File: src/rtl/morph_win_ctrl.sv
// Frame controller for the 3x3 erode/dilate filters: tracks row/col, flags complete windows, sequences mode changes.
// Latency: lb_clr/frame_err/active_mode 1 clk after in_vs rise; win_valid DELAY clks after its in_de sample.
// Backpressure: none; follows the free-running video timing and never stalls it.
module morph_win_ctrl #(
    parameter int H_ACTIVE = 480,
    parameter int V_ACTIVE = 272,
    parameter int DELAY    = 4
) (
    input  logic       clk,
    input  logic       rst_n,
    input  logic       in_vs,
    input  logic       in_hs,
    input  logic       in_de,
    input  logic       cfg_en,
    input  logic [1:0] cfg_mode,
    input  logic       cfg_update,
    output logic [1:0] active_mode,
    output logic       lb_clr,
    output logic       win_valid,
    output logic [8:0] row,
    output logic [8:0] col,
    output logic       frame_err,
    output logic       busy
);

    typedef enum logic {IDLE, FRAME} state_t;

    localparam logic [8:0] H_MAX  = 9'(H_ACTIVE);
    localparam logic [8:0] H_LAST = 9'(H_ACTIVE - 1);
    localparam logic [8:0] V_MAX  = 9'(V_ACTIVE);

    state_t       state;
    logic         vs_d;
    logic         de_d;
    logic         line_err;
    logic [1:0]   pend_mode;
    logic [DELAY-1:0] win_sr;

    logic         vs_rise;
    logic         de_fall;
    logic         in_frame;
    logic [8:0]   col_nxt;
    logic         raw_win;
    logic         hs_unused;

    assign hs_unused = in_hs;
    assign vs_rise   = in_vs & ~vs_d;
    assign de_fall   = ~in_de & de_d;
    assign in_frame  = (state == FRAME);

    // col_nxt is the index of the pixel being sampled now, so the window
    // test below sees the same coordinate that col will show next cycle.
    always_comb begin
        col_nxt = 9'd0;
        if (!de_d)
            col_nxt = 9'd0;
        else if (col == H_MAX)
            col_nxt = H_MAX;
        else
            col_nxt = col + 9'd1;
    end

    assign raw_win = in_frame & in_de & ~vs_rise & (active_mode != 2'd0)
                   & (row >= 9'd2) & (col_nxt >= 9'd2);

    always_ff @(posedge clk or negedge rst_n) begin
        if (!rst_n) begin
            state       <= IDLE;
            busy        <= 1'b0;
            vs_d        <= 1'b0;
            de_d        <= 1'b0;
            lb_clr      <= 1'b0;
            frame_err   <= 1'b0;
            line_err    <= 1'b0;
            pend_mode   <= 2'd0;
            active_mode <= 2'd0;
            row         <= 9'd0;
            col         <= 9'd0;
        end else begin
            vs_d      <= in_vs;
            de_d      <= in_de;
            lb_clr    <= 1'b0;
            frame_err <= 1'b0;
            if (cfg_update)
                pend_mode <= cfg_mode;

            if (vs_rise) begin
                // Only a frame we actually tracked is judged for geometry.
                if (state == FRAME)
                    frame_err <= line_err | (row != V_MAX);
                row <= 9'd0;
                col <= 9'd0;
                if (cfg_en) begin
                    state       <= FRAME;
                    busy        <= 1'b1;
                    lb_clr      <= 1'b1;
                    line_err    <= 1'b0;
                    active_mode <= cfg_update ? cfg_mode : pend_mode;
                end else begin
                    state <= IDLE;
                    busy  <= 1'b0;
                end
            end else if (state == FRAME) begin
                if (in_de) begin
                    col <= col_nxt;
                    if (de_d && (col_nxt == H_MAX))
                        line_err <= 1'b1;
                end else if (de_fall) begin
                    col <= 9'd0;
                    if (row != V_MAX)
                        row <= row + 9'd1;
                    if (col != H_LAST)
                        line_err <= 1'b1;
                end
            end
        end
    end

    generate
        if (DELAY == 1) begin : g_delay_one
            always_ff @(posedge clk or negedge rst_n) begin
                if (!rst_n)
                    win_sr <= '0;
                else
                    win_sr <= raw_win;
            end
        end else begin : g_delay_n
            always_ff @(posedge clk or negedge rst_n) begin
                if (!rst_n)
                    win_sr <= '0;
                else
                    win_sr <= {win_sr[DELAY-2:0], raw_win};
            end
        end
    endgenerate

    assign win_valid = win_sr[DELAY-1];

endmodule

File: config.mk
export PLATFORM = sky130hd
export DESIGN_NAME = morph_win_ctrl
export DESIGN_NICKNAME = d
export VERILOG_FILES = /design/src/rtl/morph_win_ctrl.sv
export SDC_FILE = /design/constraint.sdc
export NUM_CORES = 1
export LEC_CHECK = 0
export CAP_MARGIN = 20
export CORE_ASPECT_RATIO = 1.5
export CORE_MARGIN = 2
export CORE_UTILIZATION = 51
export CTS_CLUSTER_DIAMETER = 40
export CTS_CLUSTER_SIZE = 10
export DETAILED_ROUTE_END_ITERATION = 6
export PLACE_DENSITY = 0.87
export SLEW_MARGIN = 20
export SYNTH_ARGS = -nofsm -noshare
export SYNTH_HDL_FRONTEND = slang
export SYNTH_SLANG_ARGS = --single-unit
export TNS_END_PERCENT = 30
File: constraint.sdc
create_clock -name clk -period 2.5 [get_ports clk]
set_clock_uncertainty 0.15 [all_clocks]
set_input_delay 0.5 -clock clk [delete_from_list [all_inputs] [get_ports clk]]
set_output_delay 0.5 -clock clk [all_outputs]
set_load 0.005 [all_outputs]
# Yosys cells after proc, flatten, opt, wreduce, memory -nomap -nowiden

Cells that the tools add are included.

Add/subtract/negate cells: 2
Order comparisons: 2
Equality and inequality tests: 7
Multiplexer cells: 23
Bitwise gates (word level): 11
Reduce and logical (&&, ||, !) cells: 11

Operator list:

| operator                                                                | count |
|---|---|
| 9-bit 2-to-1 mux                                                        | 11 |
| 9-bit by 1-bit adder with 9-bit output, second input constant           | 2 |
| 9-bit equality test, second input constant                              | 2 |
| 9-bit by 2-bit >= comparator with 1-bit output, second input constant   | 2 |
| 9-bit inequality test, second input constant                            | 2 |
| 1-bit 2-to-1 mux                                                        | 11 |
| 2-bit nonzero test                                                      | 4 |
| 1-bit bitwise AND                                                       | 7 |
| 3-bit nonzero test                                                      | 2 |
| 5-bit AND reduction                                                     | 1 |
| 2-bit AND reduction                                                     | 2 |
| 4-bit AND reduction                                                     | 1 |
| 3-bit by 1-bit inequality test with 1-bit output, second input constant | 1 |
| 1-bit inverter                                                          | 3 |
| 2-bit 2-to-1 mux                                                        | 1 |
| 2-bit by 1-bit inequality test with 1-bit output, second input constant | 1 |
| 2-bit inequality test, second input constant                            | 1 |
| 1-bit logical AND                                                       | 1 |
| 1-bit OR                                                                | 1 |

Flip-flop bits (word level): 32
Bits of input ports: 9
Output and inout port bits: 24

# Depth between registers and ports, before layout

Depth in word-level cells: 9
Depth in mapped cells: 8
Depth with buffers taken out: 7

# Least setup slack after synthesis

No wires, ideal clock.

Kind: register to register
Start point: reg col[0]
End point: reg win_sr[0]
Arrival: 1.893 ns
Data required time: 2.239 ns
Setup slack: 0.346 ns
Stages on the path, launching flop included: 8
Path buffers: 1
Period minus slack after synthesis: 2.154 ns
Cells stage by stage: dfrtp_1 > ha_1 > buf_2 > nand4_2 > or4_4 > a21oi_2 > a31oi_1 > a2111oi_2

Longest elaborated chain between the ends: 5
Elaborated cells on any way between the ends: 6
Classes of those cells: add/sub (1); order compare (1); eq/ne (1); mux (2); bitwise (1)

RTL lines:

| what                                                                                 | RTL line | RTL |
|---|---|---|
| start: declaration                                                                   | 21       | `output logic [8:0] col,` |
| start signal: assignment                                                             | 105      | `col <= col_nxt;` |
| 9-bit by 1-bit adder with 9-bit output / 9-bit equality test (equally long branches) | 60, 57   |  |
| 9-bit 2-to-1 mux (*)                                                                 | 57       | `else if (col == H_MAX)` |
| 9-bit 2-to-1 mux (*)                                                                 | 55       | `if (!de_d)` |
| 9-bit by 2-bit >= comparator with 1-bit output (*)                                   | 64       | `& (row >= 9'd2) & (col_nxt >= 9'd2);` |
| 1-bit bitwise AND (*)                                                                | 64       |  |
| via raw_win                                                                          | 43       | `logic raw_win;` |
| end signal: assignment                                                               | 132      | `win_sr <= {win_sr[DELAY-2:0], raw_win};` |
| end: declaration                                                                     | 37       | `logic [DELAY-1:0] win_sr;` |

The timed path passes the listed nets; every way through them passes the cells marked *.
A chain may end at the register's enable or synchronous reset.

# Final worst setup path

Start point: reg col[1]
End point: reg win_sr[0]

The elaborated chain is that of the path after synthesis.

==> metrics <==
switching part of the total 24.8%; clock-pin slew on the worst setup and hold paths roughly 70 ps; top post-synthesis cells by area dfrtp_1, ha_1, xor2_1; Final Hold Fails 0; Clock Power Share 40.7%; PnR worst setup slack ~310 ps; critical path arrival 2210 ps; Area growth syn-to-layout 28.4%; cts repair resizes 0; first-pass GRT wire length 6.47 mm; dpl hpwl about 2.7 mm; Most used DFF post-synth dfrtp_1; Die Height approximately 74 um; Total Routing Usage GR 23.0%; Psw 0.000302 W; via count 1471; CTS H-tree lvls 2; post-route clock period utilization between 80% and 90%; Final TNS setup 0 ps; ys async rst share 100%; most common cell in the netlist dfrtp_1; CTS Buf Count 5; Max-slew headroom between 60% and 70%; cell internal pwr approximately 0.00092 W; area of the core 3160 um^2; Critical Path Sink Type flip-flop; Crit path required time 2520 ps; Max Clock Freq about 460 MHz; fin util 68.4%; slowest stage delay, CP 470 ps; per-cell routed wire length roughly 15 um; vias in the first global route 1463; PD cells between 500 and 600 nW/um^2; Clock Latency Late Sink ~290 ps; status finished clean; slowest library cell on the worst path dfrtp_1; post-route ant nets 0; total chip power 0.00122 W; die area between 3000 and 4000 um^2; clock period minus worst slack 2190 ps; pin count of the biggest net entering global routing 33; nets 221; max cap viols 0; syn_area_per_cell roughly 9.8 um^2; Post-synth EDFFs 0; CP max FO 7; Clk Tree Root Cell clkbuf_8; synthesized area 1680 um^2; Yosys reg bits 32; PortBufs 31; clock buffer depth 2; gr ovfl total 0; Post-Syn Instances ~170; initial antenna violation count 0; RSZ-0062 raised after global routing no; ANT cells 0; Initial DRC Count 32; post-synthesis cell type count 49; commonest cells in the netlist dfrtp_1, nor2_1, nand2_1; gpl congestion 0.909; dominant cell type by area after synthesis dfrtp_1; post-synthesis sequential area ratio 47.5%; Syn Nets 185; row count 25; # hold bufs at CTS 0; detailed-route DRC error count 0; Worst Tran Pin Value 498 ps; maximum VDD drop 0.000602 V; num ports 33; critical path launch point type flip-flop; logic gate share of total power 12.8%; leakage 0.958 nW; Worst Path Class, Setup reg -> reg; Synth warnings 0; Routed WL 3.78 mm; Starting Density 53.3%; sequential power share a little under half; TritonCTS Sinks 32; top cell type's share of synthesized area roughly 48%; Setup Buffers After CTS 0; TritonCTS clock tree yes; Place WS 171 ps; Final Setup Violations 0; die width 50.9 um; Final Max Tran Viols 0; proportion of layout cells with a drive suffix above 1 13.0%; drt first pass iters 6; vias per cell 5.93; hold crit path type reg -> reg; CP Cell Sequence ha_1, nand4_2, or4_4, a21oi_2, a31oi_1, a2111oi_2
## stage by stage
step	hold slack (ps)	cell area (um^2)	cells
after floorplan	54.4	1680	171
after global routing	198	2160	248
after global placement	184	2050	240
after detailed placement	185	2050	240
final	192	2160	248
after CTS	191	2160	248
## cell type report
cell class	instances	area, um^2
timing repair buffer	36	348
fill	235	997
clock buffer	5	68.8
clock inverter	3	42.5
multi-input combinational	123	818
sequential	32	801
tap	40	50.0
inverter	9	33.8
## metal layers
layer	vias to the layer above	GRT usage (%)	part of all wire, %
met2	65	39.1	52
met3	16	6.43	5.4
met5	-	0	0
li1	685	-	-
met4	0	13.5	3.3
met1	705	25.5	39
## final timing paths
path | depth (start not counted) | slack (ps) | end | from
hold / removal | 0 | 190 | win_sr[1]$_DFF_PN0_ | win_sr[0]$_DFF_PN0_
setup reg to reg | 6 | 310 | win_sr[0]$_DFF_PN0_ | col[1]$_DFFE_PN0P_
min in group asynchronous | 2 | 460 | col[8]$_DFFE_PN0P_ | rst_n
setup / recovery | 6 | 310 | win_sr[0]$_DFF_PN0_ | col[1]$_DFFE_PN0P_
hold reg to reg | 0 | 190 | win_sr[1]$_DFF_PN0_ | win_sr[0]$_DFF_PN0_
max in group asynchronous | 2 | 1440 | win_sr[0]$_DFF_PN0_ | rst_n
## power groups by stage
stage / registers, W / logic [W] / clock network (W)
after global placement: 0.000575 / 0.000150 / 0
after detailed placement: 0.000577 / 0.000154 / 0
after CTS: 0.000568 / 0.000157 / 0.000506
after global routing: 0.000571 / 0.000175 / 0.000532
after floorplan: 0.000575 / 0.0000697 / 0
final: 0.000568 / 0.000156 / 0.000497
## worst max-delay path, delay by kind of cell (launching register included)
family                     cells  cell delay (ps)
AOI/OAI and AO/OA              3              670
adders and majority gates      1              220
DFF                            1              470
and+or+nand+nor                2              560
## placed cells by master, fill, tap and decap left out, drive strengths merged, types with 2 or more instances in the layout
cell	netlist	layout
or3	2	2
o21ai	7	7
nor2b	3	3
clkdlybuf4s50	0	31
nand2b	2	2
nand2	15	15
mux2	4	4
mux2i	3	3
nand4	3	3
xnor2	2	2
or3b	2	2
nor3b	2	2
ha	5	5
and2	2	2
o22ai	2	2
a32oi	2	2
clkbuf	3	5
and3	4	4
or4	3	3
a21oi	5	5
a31oi	3	3
inv	9	9
nor3	4	4
nor2	16	16
dfrtp	32	32
xor2	7	7
nand3	10	10
buf	4	5
## flip-flops by register name, indices dropped and copies added (netlist names)
signal	flops
lb_clr	1
win_sr	4
vs_d	1
frame_err	1
line_err	1
de_d	1
row	9
in_frame	1
pend_mode	2
col	9
active_mode	2
## cell families (layout without fill, tap and decap cells)
| logic type | count (synthesis) | in the layout | share of synthesized area (%) |
|---|---|---|---|
| XOR/XNOR | 9 | 9 | 4.68 |
| buffers and inverters | 16 | 53 | 3.86 |
| AND/OR/NAND/NOR | 72 | 72 | 23.0 |
| AO/OA/AOI/OAI | 30 | 30 | 12.7 |
| adder cells (fa/ha/maj) | 5 | 5 | 3.71 |
| multiplexers | 7 | 7 | 4.46 |
| flip-flops | 32 | 32 | 47.5 |
No activity file was read; power rests on OpenSTA's default activity.
